==> src/rtl/apb_arb_pkg.sv <==
// Shared types for the two-requester APB4 master: FSM states,
// slave address windows and the address decoder.
package apb_arb_pkg;

    typedef enum logic [1:0] {
        IDLE,
        SETUP,
        ACCESS,
        RESP
    } state_t;

    localparam logic [31:0] S0_BASE = 32'h0000_1000;
    localparam logic [31:0] S0_END  = 32'h0000_1FFF;
    localparam logic [31:0] S1_BASE = 32'h0000_2000;
    localparam logic [31:0] S1_END  = 32'h0000_2FFF;

    typedef logic slv_idx_t;

    typedef struct packed {
        logic     hit;
        slv_idx_t idx;
    } dec_t;

    function automatic dec_t decode(input logic [31:0] addr);
        dec_t d;
        d.hit = 1'b0;
        d.idx = 1'b0;
        if (addr >= S0_BASE && addr <= S0_END) begin
            d.hit = 1'b1;
        end else if (addr >= S1_BASE && addr <= S1_END) begin
            d.hit = 1'b1;
            d.idx = 1'b1;
        end
        return d;
    endfunction

endpackage

==> src/rtl/apb_rr_arbiter.sv <==
// Two-way round-robin arbiter; the pointer names the favoured requester
// and moves past the winner only when a grant is taken.
module apb_rr_arbiter (
    input  logic       clk,
    input  logic       rst,
    input  logic [1:0] req,
    input  logic       advance,
    output logic [1:0] gnt
);

    logic ptr_q;

    always_comb begin
        gnt = 2'b00;
        if (ptr_q) begin
            gnt = req[1] ? 2'b10 : {1'b0, req[0]};
        end else begin
            gnt = req[0] ? 2'b01 : {req[1], 1'b0};
        end
    end

    always_ff @(posedge clk or posedge rst) begin
        if (rst) begin
            ptr_q <= 1'b0;
        end else if (advance && (|gnt)) begin
            ptr_q <= gnt[0];
        end
    end

endmodule

==> src/rtl/apb_master_arbiter.sv <==
// APB4 master shared by two requesters with SETUP/ACCESS sequencing.
// Optional ACCESS timeout: define APB_ARB_TIMEOUT_EN.
module apb_master_arbiter
    import apb_arb_pkg::*;
#(
    parameter int NUM_REQ        = 2,
    parameter int ADDR_WIDTH     = 32,
    parameter int DATA_WIDTH     = 32,
    parameter int TIMEOUT_CYCLES = 16
) (
    input  logic                                PCLK,
    input  logic                                PRESET,
    input  logic [NUM_REQ-1:0]                  req_valid,
    input  logic [NUM_REQ-1:0]                  req_write,
    input  logic [NUM_REQ-1:0][ADDR_WIDTH-1:0]  req_addr,
    input  logic [NUM_REQ-1:0][DATA_WIDTH-1:0]  req_wdata,
    input  logic [NUM_REQ-1:0][3:0]             req_strb,
    input  logic [NUM_REQ-1:0][2:0]             req_prot,
    output logic [NUM_REQ-1:0]                  req_ready,
    output logic [NUM_REQ-1:0]                  rsp_valid,
    output logic [DATA_WIDTH-1:0]               rsp_rdata,
    output logic                                rsp_err,
    output logic [1:0]                          PSEL,
    output logic                                PENABLE,
    output logic                                PWRITE,
    output logic [2:0]                          PPROT,
    output logic [ADDR_WIDTH-1:0]               PADDR,
    output logic [DATA_WIDTH-1:0]               PWDATA,
    output logic [3:0]                          PSTRB,
    input  logic [DATA_WIDTH-1:0]               PRDATA_S0,
    input  logic [DATA_WIDTH-1:0]               PRDATA_S1,
    input  logic                                PREADY_S0,
    input  logic                                PREADY_S1,
    input  logic                                PSLVERR_S0,
    input  logic                                PSLVERR_S1
);

    state_t state_q, state_d;

    logic [1:0]            gnt;
    logic                  gidx;
    dec_t                  dec;
    logic                  accept, sample, tout, timeout_hit;
    logic                  pready, pslverr;
    logic [DATA_WIDTH-1:0] prdata;

    logic [ADDR_WIDTH-1:0] addr_q;
    logic [DATA_WIDTH-1:0] wdata_q, rdata_q;
    logic [3:0]            strb_q;
    logic [2:0]            prot_q;
    logic                  write_q, owner_q, err_q;
    slv_idx_t              idx_q;

    apb_rr_arbiter u_rr (
        .clk     (PCLK),
        .rst     (PRESET),
        .req     (req_valid),
        .advance (accept),
        .gnt     (gnt)
    );

    assign gidx = gnt[1];
    assign dec  = decode(32'(req_addr[gidx]));

    // Only the selected slave's response lines are looked at
    assign pready  = idx_q ? PREADY_S1  : PREADY_S0;
    assign pslverr = idx_q ? PSLVERR_S1 : PSLVERR_S0;
    assign prdata  = idx_q ? PRDATA_S1  : PRDATA_S0;

`ifdef APB_ARB_TIMEOUT_EN
    localparam int TW = $clog2(TIMEOUT_CYCLES + 1);
    logic [TW-1:0] tcnt_q;

    always_ff @(posedge PCLK or posedge PRESET) begin
        if (PRESET) begin
            tcnt_q <= '0;
        end else if (state_q == SETUP) begin
            tcnt_q <= '0;
        end else if (state_q == ACCESS) begin
            tcnt_q <= tcnt_q + 1'b1;
        end
    end

    assign timeout_hit = (tcnt_q == TW'(TIMEOUT_CYCLES - 1));
`else
    assign timeout_hit = 1'b0 & (TIMEOUT_CYCLES != 0);
`endif

    always_comb begin
        state_d = state_q;
        accept  = 1'b0;
        sample  = 1'b0;
        tout    = 1'b0;
        unique case (state_q)
            IDLE: begin
                if (|req_valid) begin
                    accept  = 1'b1;
                    state_d = dec.hit ? SETUP : RESP;
                end
            end
            SETUP:  state_d = ACCESS;
            ACCESS: begin
                if (pready) begin
                    sample  = 1'b1;
                    state_d = RESP;
                end else if (timeout_hit) begin
                    tout    = 1'b1;
                    state_d = RESP;
                end
            end
            RESP:    state_d = IDLE;
            default: state_d = IDLE;
        endcase
    end

    always_ff @(posedge PCLK or posedge PRESET) begin
        if (PRESET) begin
            state_q <= IDLE;
        end else begin
            state_q <= state_d;
        end
    end

    always_ff @(posedge PCLK or posedge PRESET) begin
        if (PRESET) begin
            addr_q  <= '0;
            wdata_q <= '0;
            strb_q  <= '0;
            prot_q  <= '0;
            write_q <= 1'b0;
            owner_q <= 1'b0;
            idx_q   <= 1'b0;
            rdata_q <= '0;
            err_q   <= 1'b0;
        end else begin
            if (accept) begin
                addr_q  <= req_addr[gidx];
                wdata_q <= req_wdata[gidx];
                strb_q  <= req_write[gidx] ? req_strb[gidx] : 4'b0000;
                prot_q  <= req_prot[gidx];
                write_q <= req_write[gidx];
                owner_q <= gidx;
                idx_q   <= dec.idx;
                rdata_q <= '0;
                err_q   <= ~dec.hit;
            end
            if (sample) begin
                err_q   <= pslverr;
                rdata_q <= (write_q || pslverr) ? '0 : prdata;
            end
            if (tout) begin
                err_q   <= 1'b1;
                rdata_q <= '0;
            end
        end
    end

    logic bus_on, in_resp;
    assign bus_on  = (state_q == SETUP) || (state_q == ACCESS);
    assign in_resp = (state_q == RESP);

    assign req_ready = accept ? gnt : 2'b00;
    assign rsp_valid = in_resp ? (owner_q ? 2'b10 : 2'b01) : 2'b00;
    assign rsp_rdata = in_resp ? rdata_q : '0;
    assign rsp_err   = in_resp & err_q;

    assign PSEL    = bus_on ? (idx_q ? 2'b10 : 2'b01) : 2'b00;
    assign PENABLE = (state_q == ACCESS);
    assign PWRITE  = write_q;
    assign PPROT   = prot_q;
    assign PADDR   = addr_q;
    assign PWDATA  = wdata_q;
    assign PSTRB   = strb_q;

endmodule
==> config.mk <==
export PLATFORM = sky130hd
export DESIGN_NAME = apb_master_arbiter
export DESIGN_NICKNAME = d
export VERILOG_FILES = /design/src/rtl/apb_arb_pkg.sv /design/src/rtl/apb_rr_arbiter.sv /design/src/rtl/apb_master_arbiter.sv
export SDC_FILE = /design/constraint.sdc
export NUM_CORES = 1
export LEC_CHECK = 0
export CAP_MARGIN = 10
export CORE_AREA = 2 2 128 130
export CTS_CLUSTER_SIZE = 30
export DETAILED_ROUTE_END_ITERATION = 8
export DIE_AREA = 0 0 130 132
export DONT_BUFFER_PORTS = 1
export PLACE_DENSITY = 0.58
export SYNTH_ARGS = -nofsm -noshare
export SYNTH_HDL_FRONTEND = slang
export SYNTH_SLANG_ARGS = --single-unit
==> constraint.sdc <==
create_clock -name PCLK -period 6.8 [get_ports PCLK]
set_clock_uncertainty 0.1 [all_clocks]
set_input_delay 0.34 -clock PCLK [delete_from_list [all_inputs] [get_ports PCLK]]
set_output_delay 0.34 -clock PCLK [all_outputs]
set_load 0.02 [all_outputs]
==> results by group <==
Outcome
  – Outcome: complete, no violations

Power
  – Peak VDD IR: 0.241 mV
  – Sequential fraction of design power: 52.8%
  – Comb pwr share: 28.1%
  – Net Sw Frac: 44.4%
  – Clock Power Share: 19.1%
  – NetSw: 0.00117 W
  – Static Leak: 2.78 nW
  – Pwr/cell area: 439 mW/mm^2
  – Internal: 0.00146 W

Clock network
  – Clock Latency Late Sink: 0.35 ns
  – Inserted Clock Buffers: 9
  – Post-CTS sizing: 0
  – Hold-fix buffers at CTS: 1
  – Clock root cell: clkbuf_16
  – CTS tree: yes
  – H-tree levels: 3
  – Clk sinks: 110
  – Reg clk slew, reported paths: 0.08 ns
  – Clock buffer depth: 2
  – Post CTS Setup Buffer Count: 0

Setup path
  – R2r endpoint: PWDATA[17]
  – Reg2reg path depth: 5
  – Worst path arrival time: 2.56 ns
  – Crit. End Element: register
  – Worst r2r src: state_q[0]
  – Worst setup path end: PWDATA[17]
  – Startpoint types: register
  – CP Data Required Time: 6.89 ns
  – Worst R2R Setup Slack: 4.33 ns
  – Critical Path Start: state_q[0]
  – CP Class: register to register
  – Crit Path Max Fanout: 105

STA
  – Final hold slack: 0.0686 ns
  – Final setup viols: 0
  – Post-route minimum period: 2.47 ns
  – Fin crit share: 36.3%
  – Slew headroom: 19.6%
  – Final Max Slew Viols: 0
  – Slew @ Worst Pin: 1.21 ns
  – Setup TNS: 0 ns
  – RSZ-0062 raised after global routing: no
  – Final worst-path setup slack: 4.33 ns
  – Final Hold Vio Count: 0
  – Fmax: 405 MHz

Placed design
  – Final HPWL DP: 11,100 um
  – Port bufs: 0
  – Pre-CTS setup slack: 3.91 ns
  – GPL Wtd Cong: 0.817
  – Placed insts: 737

Floorplan
  – Io pins: 328
  – DIE WIDTH: 130 um
  – Initial core utilization: 35.0%
  – Die area: 0.0172 sq mm
  – Die H: 132 um
  – Row count: 46
  – CORE AREA: 0.0157 sq mm

Synth
  – Synth top area cells: dfrtp_1, mux2i_1, o21ai_1
  – Ys flop type: dfrtp_1
  – Top post-synthesis cells by count: dfrtp_1, nand2_1, o21ai_1, mux2i_1, and2_1
  – Post-synth EDFFs: 0
  – Post-synthesis register bit count: 110
  – Area leader, netlist: dfrtp_1
  – Sequential-to-total area share from yosys stat: 50.0%
  – Avg Cell Area, Syn: 9.90 sq um
  – Syn nets: 775
  – Synth unique cells: 34
  – Synth warn: 0
  – Async set-reset flop share out of synthesis: 100%
  – Most common cell in the netlist: dfrtp_1
  – Synth Instances: 556
  – Area share of the largest cell type after synthesis: 50.0%
  – Mapped Area: 0.00551 sq mm

Cells and area
  – Area Growth Syn to Fin: 9.09%
  – Post-Layout Cell Count: 756
  – Ant. Diodes: 0
  – Share of layout cells above drive strength 1: 6.30%
  – Final net count: 754

Worst hold path
  – Hold Path Class: input port to register

Routing
  – Vias: 3,922
  – Post-route ant nets: 0
  – Total wire length: 14,400 um
  – Wire per inst: 19.0 um
  – DR vias/cell: 5.19
  – Total iterations of the first detailed-routing run: 4
  – Drc violations: 0
  – DRT iter0 DRCs: 166

Run
  – Max cap viols: 0

Global routing
  – Grt ovf: 0
  – Pin count of the biggest net entering global routing: 106
  – Vias in the first global route: 3,844
  – First-pass GRT wire length: 21,400 um
  – GRT Total Usage: 16.3%
  – Initial antenna violation count: 0
[sequential cells by signal (all words and copies together), names as in the netlist]
name	cells
PADDR	32
PWDATA	32
rdata_q	32
PSTRB	4
PPROT	3
state_q	2
PWRITE	1
err_q	1
idx_q	1
owner_q	1
u_rr.ptr_q	1
[stage by stage]
stage          util, %  power, W  cell area, sq um
4_1_cts           38.0   0.00266              5960
5_1_grt           38.2   0.00283              6010
6_report          38.2   0.00263              6010
3_5_place_dp      36.1   0.00215              5670
3_3_place_gp      36.1   0.00211              5670
2_1_floorplan        -   0.00195              5510
[metal layers]
layer	GRT usage (%)	share of wire, %	vias to the layer above
met1	18.7	39	1827
li1	-	-	1867
met5	0	0	-
met3	4.87	8.4	16
met2	28.5	51	212
met4	5.73	1.5	0
[worst max-delay path, stage by stage, from the launching register on]
cell and delay, ns:
dfrtp_1 0.37, inv_1 0.08, ha_1 0.28, o21ai_4 0.39, buf_4 0.85, o21ai_1 0.18
[power by group through the flow]
stage	clock [W]	combinational, W	sequential [W]
after floorplan	0	0.000622	0.00133
after global placement	0	0.000702	0.00141
after detailed placement	0	0.000748	0.00141
after CTS	0.000521	0.000740	0.00140
after global routing	0.000549	0.000850	0.00143
final	0.000504	0.000739	0.00139
[final cells by class]
cell class	instances	area [sq um]
fill	1573	9710
tap	216	270
timing repair buffer	6	75.1
inverter	7	28.8
multi-input combinational	401	2590
clock inverter	6	45.0
sequential	110	2750
clock buffer	10	239
[placed cells by master, fill, tap and decap left out, types with 4 or more instances in the layout]
cell       instances
nand3b_1           4
nor2_1             7
nand2_1          107
clkbuf_16          9
and2_1            35
dfrtp_1          109
inv_1              4
mux2i_1          105
o21ai_1          104
[worst min path at each step]
stage	from	to	slack (ns)	cells after the start
floorplan	rdata_q[0]	rdata_q[0]	0.35	2
global placement	PRESET	rdata_q[17]	0.26	1
detailed placement	PRESET	rdata_q[21]	0.28	1
CTS	req_wdata[34]	PWDATA[2]	0.05	2
global route	req_addr[53]	PADDR[21]	0.06	2
finish	req_wdata[34]	PWDATA[2]	0.07	2
[logic make-up (layout without fill, tap and decap cells)]
family | count (synthesis) | after routing | synth area share, %
AO/OA/AOI/OAI | 117 | 117 | 11.1
buffers and inverters | 45 | 29 | 3.34
adder cells (fa/ha/maj) | 3 | 3 | 0.682
multiplexers | 105 | 105 | 19.1
flip-flops | 110 | 110 | 50.0
AND/OR/NAND/NOR | 174 | 174 | 15.5
XOR/XNOR | 2 | 2 | 0.318
(Power assumes the default switching activity.)
